**src/rtl/key_responder_pkg.sv**
```systemverilog
// Shared types and widths for the key-sequence responder.
//   resp_state_t  : responder FSM states
//   KEY_W_DEFAULT : default key width
//   CNT_W         : completed-transaction counter width
//   WAIT_W        : service-latency counter width (latency up to 15)
package key_resp_pkg;

  localparam int unsigned KEY_W_DEFAULT = 4;
  localparam int unsigned CNT_W         = 8;
  localparam int unsigned WAIT_W        = 4;

  typedef enum logic [1:0] {
    IDLE = 2'd0,
    WAIT = 2'd1,
    ACK  = 2'd2
  } resp_state_t;

endpackage

```
**src/rtl/key_responder_if.sv**
```systemverilog
// req/req_key/ack key-sequence handshake plus responder status.
//   req, req_key : request and its key (initiator -> responder)
//   ack          : one-cycle acknowledge (responder -> initiator)
//   err, err_key : sticky sequence error and first offending key
//   done_count   : saturating completed-transaction count
interface key_responder_if #(
  parameter int unsigned KEY_W = key_resp_pkg::KEY_W_DEFAULT
);
  import key_resp_pkg::*;

  logic                 req;
  logic [KEY_W-1:0]     req_key;
  logic                 ack;
  logic                 err;
  logic [KEY_W-1:0]     err_key;
  logic [CNT_W-1:0]     done_count;

  modport master (
    output req, req_key,
    input  ack, err, err_key, done_count
  );

  modport slave (
    input  req, req_key,
    output ack, err, err_key, done_count
  );

endinterface

```
**src/rtl/key_responder.sv**
```systemverilog
// Responder end of the key-sequence handshake: accepts one request at a time,
// checks its key against the expected incrementing sequence, and returns a
// one-cycle ack LATENCY cycles after capture.
//   clk  : clock
//   rst  : asynchronous active-high reset
//   bus  : handshake/status interface (slave side); all outputs are flops
module key_responder
  import key_resp_pkg::*;
#(
  parameter int unsigned LATENCY = 2,
  parameter int unsigned KEY_W   = KEY_W_DEFAULT
) (
  input  logic           clk,
  input  logic           rst,
  key_responder_if.slave bus
);

  resp_state_t        state_q, state_d;
  logic [WAIT_W-1:0]  cnt_q, cnt_d;
  logic [KEY_W-1:0]   expected_q, expected_d;
  logic               err_q, err_d;
  logic [KEY_W-1:0]   err_key_q, err_key_d;
  logic [CNT_W-1:0]   done_q, done_d;
  logic               ack_q, ack_d;

  // Next-state, latency counter, key check and counters
  always_comb begin
    state_d    = state_q;
    cnt_d      = cnt_q;
    expected_d = expected_q;
    err_d      = err_q;
    err_key_d  = err_key_q;
    done_d     = done_q;
    ack_d      = 1'b0;

    case (state_q)
      IDLE: begin
        if (bus.req) begin
          cnt_d   = WAIT_W'(LATENCY - 1);
          state_d = (LATENCY == 1) ? ACK : WAIT;
          // Mismatch flags the error but the expected key always resyncs
          // to the initiator so one slip reports only once.
          if (bus.req_key != expected_q) begin
            err_d = 1'b1;
            if (!err_q) begin
              err_key_d = bus.req_key;
            end
          end
          expected_d = bus.req_key + KEY_W'(1);
        end
      end
      WAIT: begin
        cnt_d = cnt_q - WAIT_W'(1);
        if (cnt_q == WAIT_W'(1)) begin
          state_d = ACK;
        end
      end
      ACK: begin
        state_d = IDLE;
        if (done_q != {CNT_W{1'b1}}) begin
          done_d = done_q + CNT_W'(1);
        end
      end
      default: begin
        state_d = IDLE;
      end
    endcase

    // ack flop tracks entry into ACK so it is high exactly in that cycle
    ack_d = (state_d == ACK);
  end

  // State and output registers
  always_ff @(posedge clk or posedge rst) begin
    if (rst) begin
      state_q    <= IDLE;
      cnt_q      <= '0;
      expected_q <= '0;
      err_q      <= 1'b0;
      err_key_q  <= '0;
      done_q     <= '0;
      ack_q      <= 1'b0;
    end else begin
      state_q    <= state_d;
      cnt_q      <= cnt_d;
      expected_q <= expected_d;
      err_q      <= err_d;
      err_key_q  <= err_key_d;
      done_q     <= done_d;
      ack_q      <= ack_d;
    end
  end

  assign bus.ack        = ack_q;
  assign bus.err        = err_q;
  assign bus.err_key    = err_key_q;
  assign bus.done_count = done_q;

endmodule
```
**src/flat_wrapper.sv**
```systemverilog
// flat-port wrapper written by rule: the top's interface ports become plain ports
module key_responder_flat import key_resp_pkg::*;
#(
  parameter int unsigned LATENCY = 2,
  parameter int unsigned KEY_W   = KEY_W_DEFAULT
)
  (clk, rst, bus_req, bus_req_key, bus_ack, bus_err, bus_err_key, bus_done_count);
  key_responder_if #(.KEY_W(KEY_W)) bus_i ();
  input  logic clk;
  input  logic rst;
  input wire logic [$bits(bus_i.req)-1:0] bus_req;
  input wire logic [$bits(bus_i.req_key)-1:0] bus_req_key;
  output wire logic [$bits(bus_i.ack)-1:0] bus_ack;
  output wire logic [$bits(bus_i.err)-1:0] bus_err;
  output wire logic [$bits(bus_i.err_key)-1:0] bus_err_key;
  output wire logic [$bits(bus_i.done_count)-1:0] bus_done_count;
  assign bus_i.req = bus_req;
  assign bus_i.req_key = bus_req_key;
  assign bus_ack = bus_i.ack;
  assign bus_err = bus_i.err;
  assign bus_err_key = bus_i.err_key;
  assign bus_done_count = bus_i.done_count;
  key_responder #(.LATENCY(LATENCY), .KEY_W(KEY_W)) u_core (.clk(clk), .rst(rst), .bus(bus_i));
endmodule
```
**config.mk**
```make
export PLATFORM = sky130hd
export DESIGN_NAME = key_responder_flat
export DESIGN_NICKNAME = d
export VERILOG_FILES = /design/src/rtl/key_responder_pkg.sv /design/src/rtl/key_responder_if.sv /design/src/rtl/key_responder.sv /design/src/flat_wrapper.sv
export SDC_FILE = /design/constraint.sdc
export NUM_CORES = 1
export LEC_CHECK = 0
export CAP_MARGIN = 20
export CORE_MARGIN = 3
export CORE_UTILIZATION = 50
export DETAILED_ROUTE_END_ITERATION = 8
export GPL_TIMING_DRIVEN = 0
export PLACE_DENSITY = 0.84
export SLEW_MARGIN = 15
export SYNTH_ARGS = -nofsm -noshare
export SYNTH_HDL_FRONTEND = slang
export SYNTH_SLANG_ARGS = --single-unit
```
**constraint.sdc**
```tcl
create_clock -name clk -period 2.2 [get_ports clk]
set_clock_uncertainty 0.15 [all_clocks]
set_input_delay 0.44 -clock clk [delete_from_list [all_inputs] [get_ports clk]]
set_output_delay 0.44 -clock clk [all_outputs]
set_load 0.02 [all_outputs]
```
==> results.toml <==
[route]
drt-initial-drc-count = 9
drc_errors = 0
vias = 765
drtAntennaViolNets = 0
vias_per_cell = 5.17
first_pass_iters = 4
routedWlPerCell_um = 12.8
routed_wl_mm = 1.90

[place]
io_buffers = 20
dp_hpwl_mm = 1.41
gp_routability_congestion = 0.746
dpl_cell_area_mm2 = 0.00138

[timing]
timing_max_transition_violations_final = 0
fin_setup_tns_ns = 0
slew_headroom = 0.420
grt_setup_unrepaired = "no"
tightest_slew_ns = 0.869
fin_crit_sh = 0.905
fmax_mhz = 502
hold_viol_final = 0
period_minus_slack_ns = 1.99
setup_viol = 0

[hold_path]
hold_path.class = "flop to flop"

[grt]
grt_max_degree = 25
grt_pass1_wl_mm = 3.35
antenna_found_initial = 0
grt_overflow = 0
grt_usage = 0.157
first_global_vias = 784

[cells_and_area]
drive_gt1_frac = 0.132
n_antenna_cell = 0
areaGrowthSynthToFinish_pct = 24.9
final_util = 0.697
final_area_mm2 = 0.00144
fillCellCount = 156
fin_nets = 133

[clock_tree]
postCtsSetupBuffers = 0
cts.hold.buffers_added = 0
insertion_delay_ns = 0.32
cts_root_buf = "clkbuf_4"
clock_path_buffers = 2
cts_tree = "done"
htreeDepth = 1
cts_sinks = 24
clkTransAtPathRegs_ns = 0.13
cts-buffers-inserted = 3
ctsResizeCount = 0

[logic_synthesis]
avgSynthCellArea_um2 = 11.9
syn_area_mm2 = 0.00115
synthDistinctLibCells = 29
netlist.area_leader.share = 0.522
synthCells = 97
ys_ff_latch = 24
yosysWarnings = 0
synth_nets = 108
synth_top_cell_by_area = "dfrtp_1"
synthTopCellsByArea = "dfrtp_1 52%, xnor2_1 5.3%, mux2_4 5.2%, ha_1 4.4%, mux2_2 2.9%"
synth_seq_area_share = 0.522
synth_top_flop_cell = "dfrtp_1"
synth_edf_count = 0
synthArstFlopShare = 1.00

[critical_path]
critPathSlowestCell = "clkdlybuf4s50_1"
critPathArrivalTime_ns = 1.40
end_kind = "output port"
crit_family = "buffers and inverters"
critPathLaunchType = "flop"
cpPeakStageDelay_ns = 0.64
cp_cell_sequence = "clkdlybuf4s50_1"
worstSetupPathType = "flop to output port"
critPathMaxFanout = 4
critPathBufInv = 1
worstPathRequired_ns = 1.61

[floorplan]
start_util = 0.558
dieArea_mm2 = 0.00291
num_rows = 16
core_region_area_mm2 = 0.00206
dieWidth_um = 54.0
die_h_um = 54.0
ios = 21

[pwr]
vdd_ir_drop_max_mv = 0.745
p_leak_nw = 0.642
power_density_mw_per_mm2 = 1210

[job]
maxCapViolCount = 0

[outcome]
status = "finished clean"
## layout by cell type (no fill, tap or decap), drive strengths merged, types with 7 or more instances in the layout
cell type	n
nand2	8
xnor2	7
dfrtp	24
clkdlybuf4s50	20
nor2	8
mux2	8
## report_power, final
part	total (mW)	switching, mW	internal (mW)
Clock	0.316	0.131	0.184
Sequential	0.744	0.145	0.599
Combinational	0.676	0.311	0.365
Total	1.73	0.587	1.15
## through the flow
stage | hold slack (ns) | setup slack, ns | power, mW | std cells
after global routing | 0.379 | 0.151 | 1.87 | 148
final | 0.348 | 0.210 | 1.73 | 148
after global placement | 0.317 | 0.0987 | 1.40 | 144
after floorplan | 0.305 | 0.482 | 1.19 | 97
after CTS | 0.353 | 0.195 | 1.76 | 148
after detailed placement | 0.322 | 0.0877 | 1.44 | 144
## registers in the layout (all words and copies together), names as in the netlist
| signal | cells |
|---|---|
| u_core.cnt_q | 4 |
| u_core.state_q | 2 |
| u_core.bus.err_key | 4 |
| u_core.bus.ack | 1 |
| u_core.expected_q | 4 |
| u_core.bus.err | 1 |
| u_core.bus.done_count | 8 |
## path summary, 6_finish.rpt
kind	cells after the start	slack [ns]	startpoint	end
min in group asynchronous	2	0.44	rst	u_core.bus.err
setup reg to reg	4	0.46	u_core.bus.done_count[0]	u_core.bus.done_count[1]
setup / recovery	1	0.21	u_core.bus.done_count[6]	bus_done_count[6]
hold reg to reg	1	0.35	u_core.bus.err	u_core.bus.err
hold / removal	1	0.35	u_core.bus.err	u_core.bus.err
max in group asynchronous	2	0.93	rst	u_core.bus.err_key[0]
## cells in the mapped netlist, types with 2 or more instances
master / number
xor2_1: 3
nor3_1: 3
xnor2_1: 7
nand3_1: 2
dfrtp_1: 24
nand2_1: 8
mux2_4: 4
o21ai_0: 4
ha_1: 4
mux2_2: 3
a21o_1: 2
a22o_1: 2
nor2_1: 8
nand4_1: 2
inv_1: 4
a21oi_1: 4
## cell families (layout without fill, tap and decap cells)
| group | count (synthesis) | after routing | share of synthesized area |
|---|---|---|---|
| adder cells (fa/ha/maj) | 4 | 4 | 0.0435 |
| multiplexers | 9 | 9 | 0.100 |
| buffers and inverters | 4 | 28 | 0.0131 |
| AO/OA/AOI/OAI | 14 | 14 | 0.0751 |
| AND/OR/NAND/NOR | 32 | 32 | 0.170 |
| flip-flops | 24 | 24 | 0.522 |
| XOR/XNOR | 10 | 10 | 0.0762 |
## cell type report
type,instances,area (µm²),area share
flip-flops and latches,24,601,0.418
multi-input cells,69,534,0.372
repair buffers,20,200,0.139
well taps,27,33.8,0.0235
clock inverters,1,30.0,0.0209
clock buffers,3,22.5,0.0157
inverters,4,15.0,0.0105
## metal layers
| layer | global-route usage | up-vias | share of wire |
|---|---|---|---|
| met5 | 0 | - | 0 |
| met4 | 0.0638 | 0 | 0.016 |
| met3 | 0.0332 | 5 | 0.053 |
| met2 | 0.238 | 21 | 0.47 |
| met1 | 0.218 | 358 | 0.46 |
| li1 | - | 381 | - |
(Power assumes the default switching activity.)
